===== src/rtl/spi_txn_controller_if.sv =====
// Bus bundle between the SPI transaction sequencer and its surroundings:
// conditioned SCLK/CS inputs and shift-register contents in, memory
// address plus shift-register / data-memory / MISO-buffer strobes out.
interface spi_txn_controller_if #(
    parameter int ADDR_W = 7
);
    logic              sclk_posedge;
    logic              cs;
    logic [7:0]        sr_pout;
    logic [ADDR_W-1:0] addr;
    logic              sr_we;
    logic              dm_we;
    logic              miso_bufe;
    logic [3:0]        state_dbg;

    // Sequencer side
    modport slave (
        input  sclk_posedge,
        input  cs,
        input  sr_pout,
        output addr,
        output sr_we,
        output dm_we,
        output miso_bufe,
        output state_dbg
    );

    // Environment side (SCLK conditioner, shift register, memory)
    modport master (
        output sclk_posedge,
        output cs,
        output sr_pout,
        input  addr,
        input  sr_we,
        input  dm_we,
        input  miso_bufe,
        input  state_dbg
    );
endinterface


===== src/rtl/spi_txn_controller.sv =====
// SPI memory-slave transaction sequencer.
// Counts SCLK rising edges inside a chip-select window, decodes the
// address/R-W byte, owns the memory address register and drives the
// shift-register load, data-memory write and MISO-enable strobes.
// Optional feature macro: SPI_BURST_EN -- when defined, consecutive data
// bytes stream to/from incrementing addresses until chip select rises;
// when undefined, one data byte per chip-select window.
module spi_txn_controller #(
    parameter int ADDR_W = 7
) (
    input  logic                clk,
    input  logic                reset,
    spi_txn_controller_if.slave bus
);

    typedef enum logic [2:0] {
        IDLE        = 3'd0,
        GET_ADDR    = 3'd1,
        DECODE      = 3'd2,
        READ_LOAD   = 3'd3,
        READ_SHIFT  = 3'd4,
        WRITE_GET   = 3'd5,
        WRITE_STORE = 3'd6,
        DONE        = 3'd7
    } state_t;

    state_t            r_state;
    state_t            w_nextState;
    logic [2:0]        r_bitCnt;
    logic [ADDR_W-1:0] r_addr;
    logic              r_srWe;
    logic              r_dmWe;
    logic              r_misoBufe;
    logic              w_counting;
    logic              w_lastBit;

    // Only the three shifting phases count SCLK edges; the edge that wraps
    // the counter from 7 back to 0 closes the current byte.
    assign w_counting = (r_state == GET_ADDR) || (r_state == READ_SHIFT) ||
                        (r_state == WRITE_GET);
    assign w_lastBit  = w_counting && bus.sclk_posedge && (r_bitCnt == 3'd7);

    // State register
    always_ff @(posedge clk or posedge reset) begin
        if (reset) begin
            r_state <= IDLE;
        end else begin
            r_state <= w_nextState;
        end
    end

    // Next-state logic; a high chip select aborts everything, even a pending store
    always_comb begin
        w_nextState = r_state;
        if (bus.cs) begin
            w_nextState = IDLE;
        end else begin
            case (r_state)
                IDLE:        w_nextState = GET_ADDR;
                GET_ADDR:    if (w_lastBit) w_nextState = DECODE;
                DECODE:      w_nextState = bus.sr_pout[0] ? READ_LOAD : WRITE_GET;
                READ_LOAD:   w_nextState = READ_SHIFT;
`ifdef SPI_BURST_EN
                READ_SHIFT:  if (w_lastBit) w_nextState = READ_LOAD;
                WRITE_STORE: w_nextState = WRITE_GET;
`else
                READ_SHIFT:  if (w_lastBit) w_nextState = DONE;
                WRITE_STORE: w_nextState = DONE;
`endif
                WRITE_GET:   if (w_lastBit) w_nextState = WRITE_STORE;
                DONE:        w_nextState = DONE;
                default:     w_nextState = IDLE;
            endcase
        end
    end

    // Bit counter: cleared outside a live window, advanced only while shifting
    always_ff @(posedge clk or posedge reset) begin
        if (reset) begin
            r_bitCnt <= 3'd0;
        end else if (bus.cs || (r_state == IDLE)) begin
            r_bitCnt <= 3'd0;
        end else if (w_counting && bus.sclk_posedge) begin
            r_bitCnt <= r_bitCnt + 3'd1;
        end
    end

    // Address register: captured from the address byte, bumped between burst bytes
    always_ff @(posedge clk or posedge reset) begin
        if (reset) begin
            r_addr <= '0;
        end else if (!bus.cs) begin
            if (r_state == DECODE) begin
                r_addr <= bus.sr_pout[ADDR_W:1];
`ifdef SPI_BURST_EN
            end else if ((r_state == READ_SHIFT) && w_lastBit) begin
                r_addr <= r_addr + 1'b1;
            end else if (r_state == WRITE_STORE) begin
                r_addr <= r_addr + 1'b1;
`endif
            end
        end
    end

    // Strobes are flops keyed off the next state so they line up exactly with the state they belong to
    always_ff @(posedge clk or posedge reset) begin
        if (reset) begin
            r_srWe     <= 1'b0;
            r_dmWe     <= 1'b0;
            r_misoBufe <= 1'b0;
        end else begin
            r_srWe     <= (w_nextState == READ_LOAD);
            r_dmWe     <= (w_nextState == WRITE_STORE);
            r_misoBufe <= (w_nextState == READ_LOAD) || (w_nextState == READ_SHIFT);
        end
    end

    assign bus.addr      = r_addr;
    assign bus.sr_we     = r_srWe;
    assign bus.dm_we     = r_dmWe;
    assign bus.miso_bufe = r_misoBufe;
    assign bus.state_dbg = {1'b0, r_state};

endmodule


===== src/flat_wrapper.sv =====
// flat-port wrapper written by rule: the top's interface ports become plain ports
module spi_txn_controller_flat 
#(
    parameter int ADDR_W = 7
)
  (clk, reset, bus_sclk_posedge, bus_cs, bus_sr_pout, bus_addr, bus_sr_we, bus_dm_we, bus_miso_bufe, bus_state_dbg);
  spi_txn_controller_if #(.ADDR_W(ADDR_W)) bus_i ();
  input  logic clk;
  input  logic reset;
  input wire logic [$bits(bus_i.sclk_posedge)-1:0] bus_sclk_posedge;
  input wire logic [$bits(bus_i.cs)-1:0] bus_cs;
  input wire logic [$bits(bus_i.sr_pout)-1:0] bus_sr_pout;
  output wire logic [$bits(bus_i.addr)-1:0] bus_addr;
  output wire logic [$bits(bus_i.sr_we)-1:0] bus_sr_we;
  output wire logic [$bits(bus_i.dm_we)-1:0] bus_dm_we;
  output wire logic [$bits(bus_i.miso_bufe)-1:0] bus_miso_bufe;
  output wire logic [$bits(bus_i.state_dbg)-1:0] bus_state_dbg;
  assign bus_i.sclk_posedge = bus_sclk_posedge;
  assign bus_i.cs = bus_cs;
  assign bus_i.sr_pout = bus_sr_pout;
  assign bus_addr = bus_i.addr;
  assign bus_sr_we = bus_i.sr_we;
  assign bus_dm_we = bus_i.dm_we;
  assign bus_miso_bufe = bus_i.miso_bufe;
  assign bus_state_dbg = bus_i.state_dbg;
  spi_txn_controller #(.ADDR_W(ADDR_W)) u_core (.clk(clk), .reset(reset), .bus(bus_i));
endmodule

===== config.mk =====
export PLATFORM = sky130hd
export DESIGN_NAME = spi_txn_controller_flat
export DESIGN_NICKNAME = d
export VERILOG_FILES = /design/src/rtl/spi_txn_controller_if.sv /design/src/rtl/spi_txn_controller.sv /design/src/flat_wrapper.sv
export SDC_FILE = /design/constraint.sdc
export NUM_CORES = 1
export LEC_CHECK = 0
export ABC_AREA = 1
export CELL_PAD_IN_SITES_DETAIL_PLACEMENT = 1
export CELL_PAD_IN_SITES_GLOBAL_PLACEMENT = 2
export CORE_UTILIZATION = 29
export CTS_BUF_LIST = sky130_fd_sc_hd__clkbuf_4
export DETAILED_ROUTE_END_ITERATION = 8
export PLACE_DENSITY_LB_ADDON = 0.1
export SLEW_MARGIN = 20
export SYNTH_ARGS = -nofsm -noshare
export SYNTH_HDL_FRONTEND = slang
export SYNTH_SLANG_ARGS = --single-unit

===== constraint.sdc =====
create_clock -name clk -period 1.75 [get_ports clk]
set_input_delay 0.35 -clock clk [delete_from_list [all_inputs] [get_ports clk]]
set_output_delay 0.35 -clock clk [all_outputs]
set_load 0.05 [all_outputs]

# Word level (Yosys, flattened, before mapping)
# Index checks and enable logic that the tools add are counted.
# word_totals
reg_bits,16
inputBits,12
out_inout_bits,14
word_cells,37
# classes
add_sub_neg,1
eq_ne,11
n_mux,8
n_bitwise,1
reduce_logical,10
# ops
operator,count
3-bit equality test (second input constant),7
3-bit 2-to-1 mux,7
3-bit case mux with 7 select lines,1
3-bit by 2-bit equality test with 1-bit output (second input constant),3
1-bit logical OR,4
3-bit by 1-bit adder with 3-bit output (second input constant),1
3-bit by 1-bit equality test with 1-bit output (second input constant),1
3-bit logical NOT,1
1-bit logical AND,2
2-bit AND reduction,1
2-bit nonzero test,1
2-bit OR reduction,1
1-bit NOT,1

# Longest topological paths before layout
# Gate-level depths: netlist of the first run.
# depth
ltp_word,10
mapped_depth,9
mapped_depth_nobuf,9

# Worst setup path before layout of the first run
# Ideal clock, no wire load.
# synth_path
path_kind,flip-flop to flip-flop
startpoint,register u_core.r_state[1]
endpoint,"register u_core.r_addr[0], in the netlist u_core.bus.addr[0]"
setup_ns,0.125
t_arrival_ns,1.415
required_ns,1.625
slack_ns,0.210
stages_incl_launch_ff,5
path_buffers,0
synth_period_minus_slack_ns,1.540
path_cell_list,dfrtp_1 inv_2 nor3_4 nand2_4 mux2_4
# synth_between
elab_chain_len,2
# synth_lines
item,line,source
start: declaration,spi_txn_controller.sv:27,state_t r_state;
start signal: assignment,spi_txn_controller.sv:48,r_state <= w_nextState;
3-bit by 2-bit equality test with 1-bit output,spi_txn_controller.sv:93,if (r_state == DECODE) begin
2-bit AND reduction (no source line),n/a,
end signal: assignment,spi_txn_controller.sv:94,r_addr <= bus.sr_pout[ADDR_W:1];
end: declaration,spi_txn_controller.sv:30,logic [ADDR_W-1:0] r_addr;
# No other way between the ends.
# A chain may end at the register's enable or synchronous reset.

# Worst setup path in the final report of the first run
# layout_path
startpoint,register u_core.r_bitCnt[0]
endpoint,"register u_core.r_misoBufe, in the netlist u_core.bus.miso_bufe"
# layout_between
elab_chain_len,7
elab_cells_between_ends,10
classes_between,eq/ne: 3; mux: 5; reduce/logical: 2
# layout_lines
item,line,source
start: declaration,spi_txn_controller.sv:29,logic [2:0] r_bitCnt;
start signal: assignment,spi_txn_controller.sv:84,r_bitCnt <= r_bitCnt + 3'd1;
3-bit equality test (*),spi_txn_controller.sv:41,assign w_lastBit = w_counting && bus.sclk_posedge && (r_bitCnt == 3'd7);
1-bit logical AND (*),spi_txn_controller.sv:41,
3-bit 2-to-1 mux (on tied branches),"spi_txn_controller.sv:70, spi_txn_controller.sv:60, spi_txn_controller.sv:67",
3-bit case mux with 7 select lines (*),spi_txn_controller.sv:58,case (r_state)
3-bit 2-to-1 mux (*),spi_txn_controller.sv:55,if (bus.cs) begin
3-bit by 2-bit equality test with 1-bit output / 3-bit equality test (equally long branches),spi_txn_controller.sv:114,r_misoBufe <= (w_nextState == READ_LOAD) || (w_nextState == READ_SHIFT);
1-bit logical OR (*),spi_txn_controller.sv:114,
end signal: assignment,spi_txn_controller.sv:114,
end: declaration,spi_txn_controller.sv:33,logic r_misoBufe;
# Every way passes the cells marked *; elsewhere a longest branch is shown, timed or not.

==> summary.md, run 1 <==
| Metric | Value |
|---|---|
| Clk_lat worst skew | 0.29 ns |
| # rows | 18 |
| Share of cells above drive strength 1 | 36.9% |
| Clock Tree Buf Depth | 2 |
| Tmin final | 1.42 ns |
| Routed length on met3 | 89 um |
| Layout overhead on the synthesized area | 39.0% |
| # placed instances | 129 |
| Layout Utilization | 44.0% |
| Setup tns final | 0 ns |
| Final worst-path cycle share | 81.1% |
| Reg clk slew, reported paths | 0.10 ns |
| Initial core utilization | 31.6% |
| Crit path required time | 1.92 ns |
| Syn Inst Count | 74 |
| GP Congestion | 0.700 |
| Fin. Hold Viols | 0 |
| Leak | 0.605 nW |
| Switching pwr | 0.000165 W |
| Final std cells w/o fill | 133 |
| CTS tree | done |
| Internal power component | 0.000496 W |
| Die Wd | 54.9 um |
| RSZ-0062 raised after global routing | no |
| Register bit count reported by yosys | 16 |
| Yosys warns | 0 |
| Initial antenna violation count | 0 |
| Core area | 2570 um2 |
| Total clock sinks | 16 |
| Input/output buffers | 24 |
| Final HPWL DP | 1360 um |
| Pin count of the biggest net entering global routing | 17 |
| CP Max Fanout | 2 |
| Post-cts resize count | 0 |
| Grt ovf | 0 |
| Seq pwr share | 57.2% |
| Total GRT Usage | 13.4% |
| Combinational power share | 13.3% |
| TritonCTS Buffers | 3 |
| Skew final | 0.0119 ns |
| Post-CTS Setup Inserts | 0 |
| Hold buffers post-CTS | 0 |
| Met2 wire len | 869 um |
| First-pass GRT wire length | 2730 um |
| Chip height | 54.9 um |
| Total design power | 0.000661 W |
| Final nets | 118 |
| Syn Std Cell Area | 812 um2 |
| Die ar. | 3020 um2 |
| Setup violations, final | 0 |
| Most common cell after layout, fill and taps aside | dfrtp_1 |
| Via count | 605 |
| DRC | 0 |
| Mapped Nets | 88 |
| CP endpoint kind | register |
| Fillers | 298 |
| Max-cap violation count | 0 |
| Clock root buffer | clkbuf_4 |
| Mean Syn Cell Area | 11.0 um2 |
| ANT cells | 0 |
| Worst VDD drop | 363 uV |
| Vias per cell | 4.55 |
| Num ports | 26 |
| Post-DR wirelength/cell | 12.8 um |
| Total power divided by cell area | 586 nW/um2 |
| Startpoint types | register |
| DR iter-0 viols | 0 |
| Max Slew Vio Count | 0 |
| M1 WL | 731 um |
| Top layer in use | met4 |
| Sw frac | 25.0% |
| Most frequent cells in the layout | dfrtp_1, buf_4, nand2_1, clkdlybuf4s50_1, inv_1 |
| Routed Antenna Nets | 0 |
| Vias in the first global route | 613 |
| Post-Route WL | 1700 um |
| Post-synthesis sequential area ratio | 49.3% |
| CP arrival | 1.59 ns |
| Status | completed |
| Critical path class | reg -> reg |
| H-tree depth | 1 |
| DRT Pass-1 Iters | 1 |
| Distinct cells, synth | 21 |
| Worst hold path class | in -> async |
| Clock Power Share | 29.5% |
| FMAX | 705 MHz |
[power groups by stage]
stage / Clock [W] / Sequential, W / Combinational (W)
6_report: 0.000195 / 0.000378 / 0.0000879
4_1_cts: 0.000208 / 0.000378 / 0.0000905
3_3_place_gp: 0 / 0.000385 / 0.0000883
5_1_grt: 0.000225 / 0.000379 / 0.0000967
2_1_floorplan: 0 / 0.000390 / 0.0000399
3_5_place_dp: 0 / 0.000386 / 0.0000903
[layer usage]
| metal | vias up | track usage, % |
|---|---|---|
| li1 | 293 | - |
| met5 | - | 0 |
| met2 | 15 | 22.3 |
| met1 | 295 | 15.5 |
| met4 | 0 | 3.75 |
| met3 | 2 | 5.74 |
[final timing paths]
path | endpoint | slack [ns] | from | depth (start not counted)
worst max-delay path | u_core.bus.miso_bufe | 0.33 | u_core.r_bitCnt[0] | 8
worst min-delay path | u_core.r_bitCnt[0] | 0.39 | reset | 3
worst max register to register | u_core.bus.miso_bufe | 0.33 | u_core.r_bitCnt[0] | 8
worst min register to register | u_core.bus.addr[6] | 0.52 | u_core.bus.addr[6] | 1
max in group asynchronous | u_core.r_state[2] | 1.17 | reset | 3
min in group clk | u_core.bus.addr[6] | 0.52 | u_core.bus.addr[6] | 1
[cells in the mapped netlist, drive strengths merged]
cell type  number  area, um2
nand2          15       76.3
inv            11       41.3
o21ai           1       5.00
mux2            7        105
nand3           5       55.1
ha              2       25.0
buf             1       7.51
xor2            1       8.76
nor2            6       25.0
dfrtp          16        400
nand4           2       12.5
a21oi           4       20.0
nor3            2       26.3
conb            1       3.75
[metrics by stage]
stage / instance area, um2 / worst slack, ns / hold slack [ns]
4_1_cts: 1130 / 0.316 / 0.411
3_3_place_gp: 1100 / 0.139 / 0.492
2_1_floorplan: 812 / 0.210 / 0.264
5_1_grt: 1130 / 0.188 / 0.435
3_5_place_dp: 1100 / 0.116 / 0.499
6_report: 1130 / 0.331 / 0.388
[state kept, by name, summed over array words and instances, names as in the netlist]
signal / flops
u_core.bus.sr_we: 1
u_core.bus.addr: 7
u_core.r_bitCnt: 3
u_core.r_state: 3
u_core.bus.dm_we: 1
u_core.bus.miso_bufe: 1
[layout make-up]
| cell class | instances | area [um2] | share of cell area, % |
|---|---|---|---|
| clock buffer | 3 | 22.5 | 2.00 |
| clock inverter | 1 | 3.75 | 0.333 |
| inverter | 11 | 41.3 | 3.66 |
| multi-input combinational | 46 | 363 | 32.2 |
| sequential | 16 | 400 | 35.5 |
| tap | 30 | 37.5 | 3.33 |
| timing repair buffer | 26 | 260 | 23.1 |
[kinds of logic after synthesis]
| group | count (synthesis) | share of synthesized area (%) |
|---|---|---|
| AOI/OAI and AO/OA | 5 | 3.08 |
| xor gates and xnor gates | 1 | 1.08 |
| adders and majority gates | 2 | 3.08 |
| buffers and inverters | 12 | 6.01 |
| DFF | 16 | 49.3 |
| muxes | 7 | 12.9 |
| other | 1 | 0.462 |
| and+or+nand+nor | 30 | 24.0 |
[critical path: stages (launching register included)]
cell	delay, ns
dfrtp_1	0.41
ha_1	0.22
ha_1	0.23
nand3_4	0.10
nand2_1	0.05
nand2_1	0.06
nand2_2	0.06
nand4_1	0.11
nand2_1	0.06
Power figures use the tool's default switching activity.
==> run 2, diff against run 1 <==
Settings changed: CORE_UTILIZATION 29 to 26.
Clock period 1.75 ns to 1.2 ns, I/O delays scaled along.
==> run 2 against run 1 <==
Against the previous run: the flow now finishes with violations (negative setup slack); utilization grew 8.6 points; count of clock-buffer cells in the layout is the same; combinational power grew 120%; register-to-register slack lost 0.46 ns; setup slack lost 0.47 ns; sequential share of layout area shrank 8.5 points; via count grew 15%; critical path depth shrank 5; critical endpoint is now bus_state_dbg[0]; highest routed layer unchanged.
==> summary.md, run 2 (synthesis gave the netlist of run 1 again) <==
| Metric | Value |
|---|---|
| Status | complete, but fails checks |
| Failing checks | negative setup slack |
| Crit-path slowest cell | dfrtp_2 |
| Fin. Hold Viols | 0 (unchanged) |
| Pin count of the biggest net entering global routing | 17 (unchanged) |
| GP Congestion | 0.699 (-0.14%) |
| Reg2reg end | u_core.bus.addr[2] |
| CTS tree | done |
| Initial antenna violation count | 0 (unchanged) |
| Most common cell after layout, fill and taps aside | buf_4 |
| DRT Pass-1 Iters | 4 (+3) |
| Share of cells above drive strength 1 | 60.7% (+24 points) |
| Worst r2r src | u_core.r_state[1] |
| Reg clk slew, reported paths | 0.10 ns (about the same) |
| CP Cell Sequence | buf_6 > buf_6 > buf_12 |
| CP Max Fanout | 3 (+1) |
| Crit path required time | 0.96 ns (-0.96 ns) |
| Register area | 404 um2 (+0.94%) |
| Input/output buffers | 24 (unchanged) |
| Worst hold path class | in -> async |
| Final nets | 137 (+16%) |
| Area of the multi-input gates | 428 um2 (+18%) |
| Clock Tree Buf Depth | 2 (unchanged) |
| Layout overhead on the synthesized area | 84.7% |
| Layout Utilization | 52.6% (+8.6 points) |
| Peak per-stage delay on the critical path | 0.44 ns (+0.03 ns) |
| Setup violations, final | 15 (+15) |
| Startpoint types | register |
| Leak | 0.735 nW (+22%) |
| First-pass GRT wire length | 3460 um (+27%) |
| Via count | 694 (+15%) |
| Tmin final | 1.34 ns |
| Critical path class | reg -> out |
| H-tree depth | 1 (unchanged) |
| Num ports | 26 (unchanged) |
| RSZ-0062 raised after global routing | yes |
| Core area | 2850 um2 (+11%) |
| Vias per cell | 4.54 (-0.28%) |
| Initial core utilization | 28.5% (-3.2 points) |
| ANT cells | 0 (unchanged) |
| FMAX | 746 MHz |
| Clock root buffer | clkbuf_4 |
| Most frequent cells in the layout | buf_4, buf_12, dfrtp_1 |
| Post-DR wirelength/cell | 13.2 um (+3.4%) |
| Final worst-path cycle share | 112% |
| Total design power | 0.00103 W (+55%) |
| TritonCTS Buffers | 3 (unchanged) |
| Final HPWL DP | 1570 um (+16%) |
| Top layer in use | met4 |
| Worst reg-to-reg path cell count | 4 (-4) |
| Clk_lat worst skew | 0.28 ns (about the same) |
| M1 WL | 826 um (+13%) |
| Worst VDD drop | 399 uV (+9.8%) |
| DR iter-0 viols | 16 (+16) |
| Die Wd | 57.9 um (+5.4%) |
| Total power divided by cell area | 684 nW/um2 (+17%) |
| # rows | 19 (+1) |
| CP arrival | 1.10 ns (-0.49 ns) |
| Fillers | 306 (+2.7%) |
| Hold buffers post-CTS | 0 (unchanged) |
| Vias in the first global route | 723 (+18%) |
| Max Slew Vio Count | 0 (unchanged) |
| Post-Route WL | 2020 um (+19%) |
| Skew final | 0.0106 ns (-0.00122 ns) |
| Setup WS post-layout | -0.140 ns (-0.470 ns) |
| Routed length on met3 | 71 um (-20%) |
| Total clock sinks | 16 (unchanged) |
| Max-cap violation count | 0 (unchanged) |
| DRC | 0 (unchanged) |
| CP endpoint kind | output port |
| Max reg flops | 7 (unchanged) |
| Crit-path most repeated cell | buf_6 |
| Routed Antenna Nets | 0 (unchanged) |
| Met2 wire len | 1110 um (+28%) |
| Reg2reg setup slack | -0.13 ns (-0.46 ns) |
| Grt ovf | 0 (unchanged) |
| Die ar. | 3350 um2 (+11%) |
| Total GRT Usage | 13.7% (+0.35 points) |
| Chip height | 57.9 um (+5.4%) |
==> run 2: cell count changes in the layout (fill, tap and decap cells not counted), moves of 2 or more <==
cell / delta
buf_12: +11
buf_6: +5
nand2_1: -5
nand2_2: +4
buf_4: +3
dfrtp_1: -3
dfrtp_2: +3
nor2_1: -3
a21oi_1: -2
a21oi_2: +2
ha_1: -2
inv_1: -2
nor2_4: +2
==> run 2: worst max-delay path by stage <==
stage,depth (start not counted),startpoint,end,slack (ns)
finish,3,u_core.r_state[0],bus_state_dbg[0],-0.14
global route,9,u_core.r_bitCnt[1],u_core.bus.miso_bufe,-0.20
CTS,3,u_core.r_state[0],bus_state_dbg[0],-0.16
detailed placement,10,bus_sclk_posedge,u_core.bus.miso_bufe,-0.35
global placement,10,bus_sclk_posedge,u_core.bus.miso_bufe,-0.30
floorplan,4,u_core.r_state[1],u_core.bus.addr[0],-0.16
==> run 2: worst max-delay path: cells and delay by family (launching register included) <==
kind / cells / cell delay [ns]
buffers and inverters: 3 / 0.38
DFF: 1 / 0.44
==> run 2: repair_timing <==
action | in CTS | in global routing
endpoints found under the setup margin | 18 | 19
cloned | 0 | 0
buffers inserted | 3 | 2
pin swaps | 8 | 8
resized for setup | 9 | 15
==> run 2: metrics by stage <==
step / instances / hold WS (ns) / setup TNS, ns / area, um2 / setup slack [ns]
final: 153 / 0.262 / -1.45 / 1500 / -0.140
after global routing: 153 / 0.292 / -2.42 / 1500 / -0.197
after CTS: 151 / 0.269 / -1.66 / 1430 / -0.161
after detailed placement: 144 / 0.546 / -3.99 / 1340 / -0.353
after global placement: 144 / 0.526 / -3.56 / 1340 / -0.296
after floorplan: 74 / 0.154 / -1.41 / 818 / -0.158
==> run 2: where the power goes <==
part | switching (W) | internal, W
combinational | 0.0000889 | 0.000101
sequential | 0.00000434 | 0.000543
clock | 0.000169 | 0.000121
total | 0.000262 | 0.000764
==> run 2: area by class of cell <==
type | instances | share of cell area, %
well taps | 31 | 2.59
inverters | 11 | 2.92
clock buffers | 3 | 1.50
multi-input cells | 46 | 28.5
repair buffers | 45 | 37.3
flip-flops and latches | 16 | 26.9
clock inverters | 1 | 0.250
==> run 2: per-layer routing <==
metal | up-vias | track usage [%]
li1 | 335 | -
met1 | 344 | 17.7
met2 | 13 | 22.7
met3 | 2 | 4.02
met4 | 0 | 3.06
met5 | - | 0
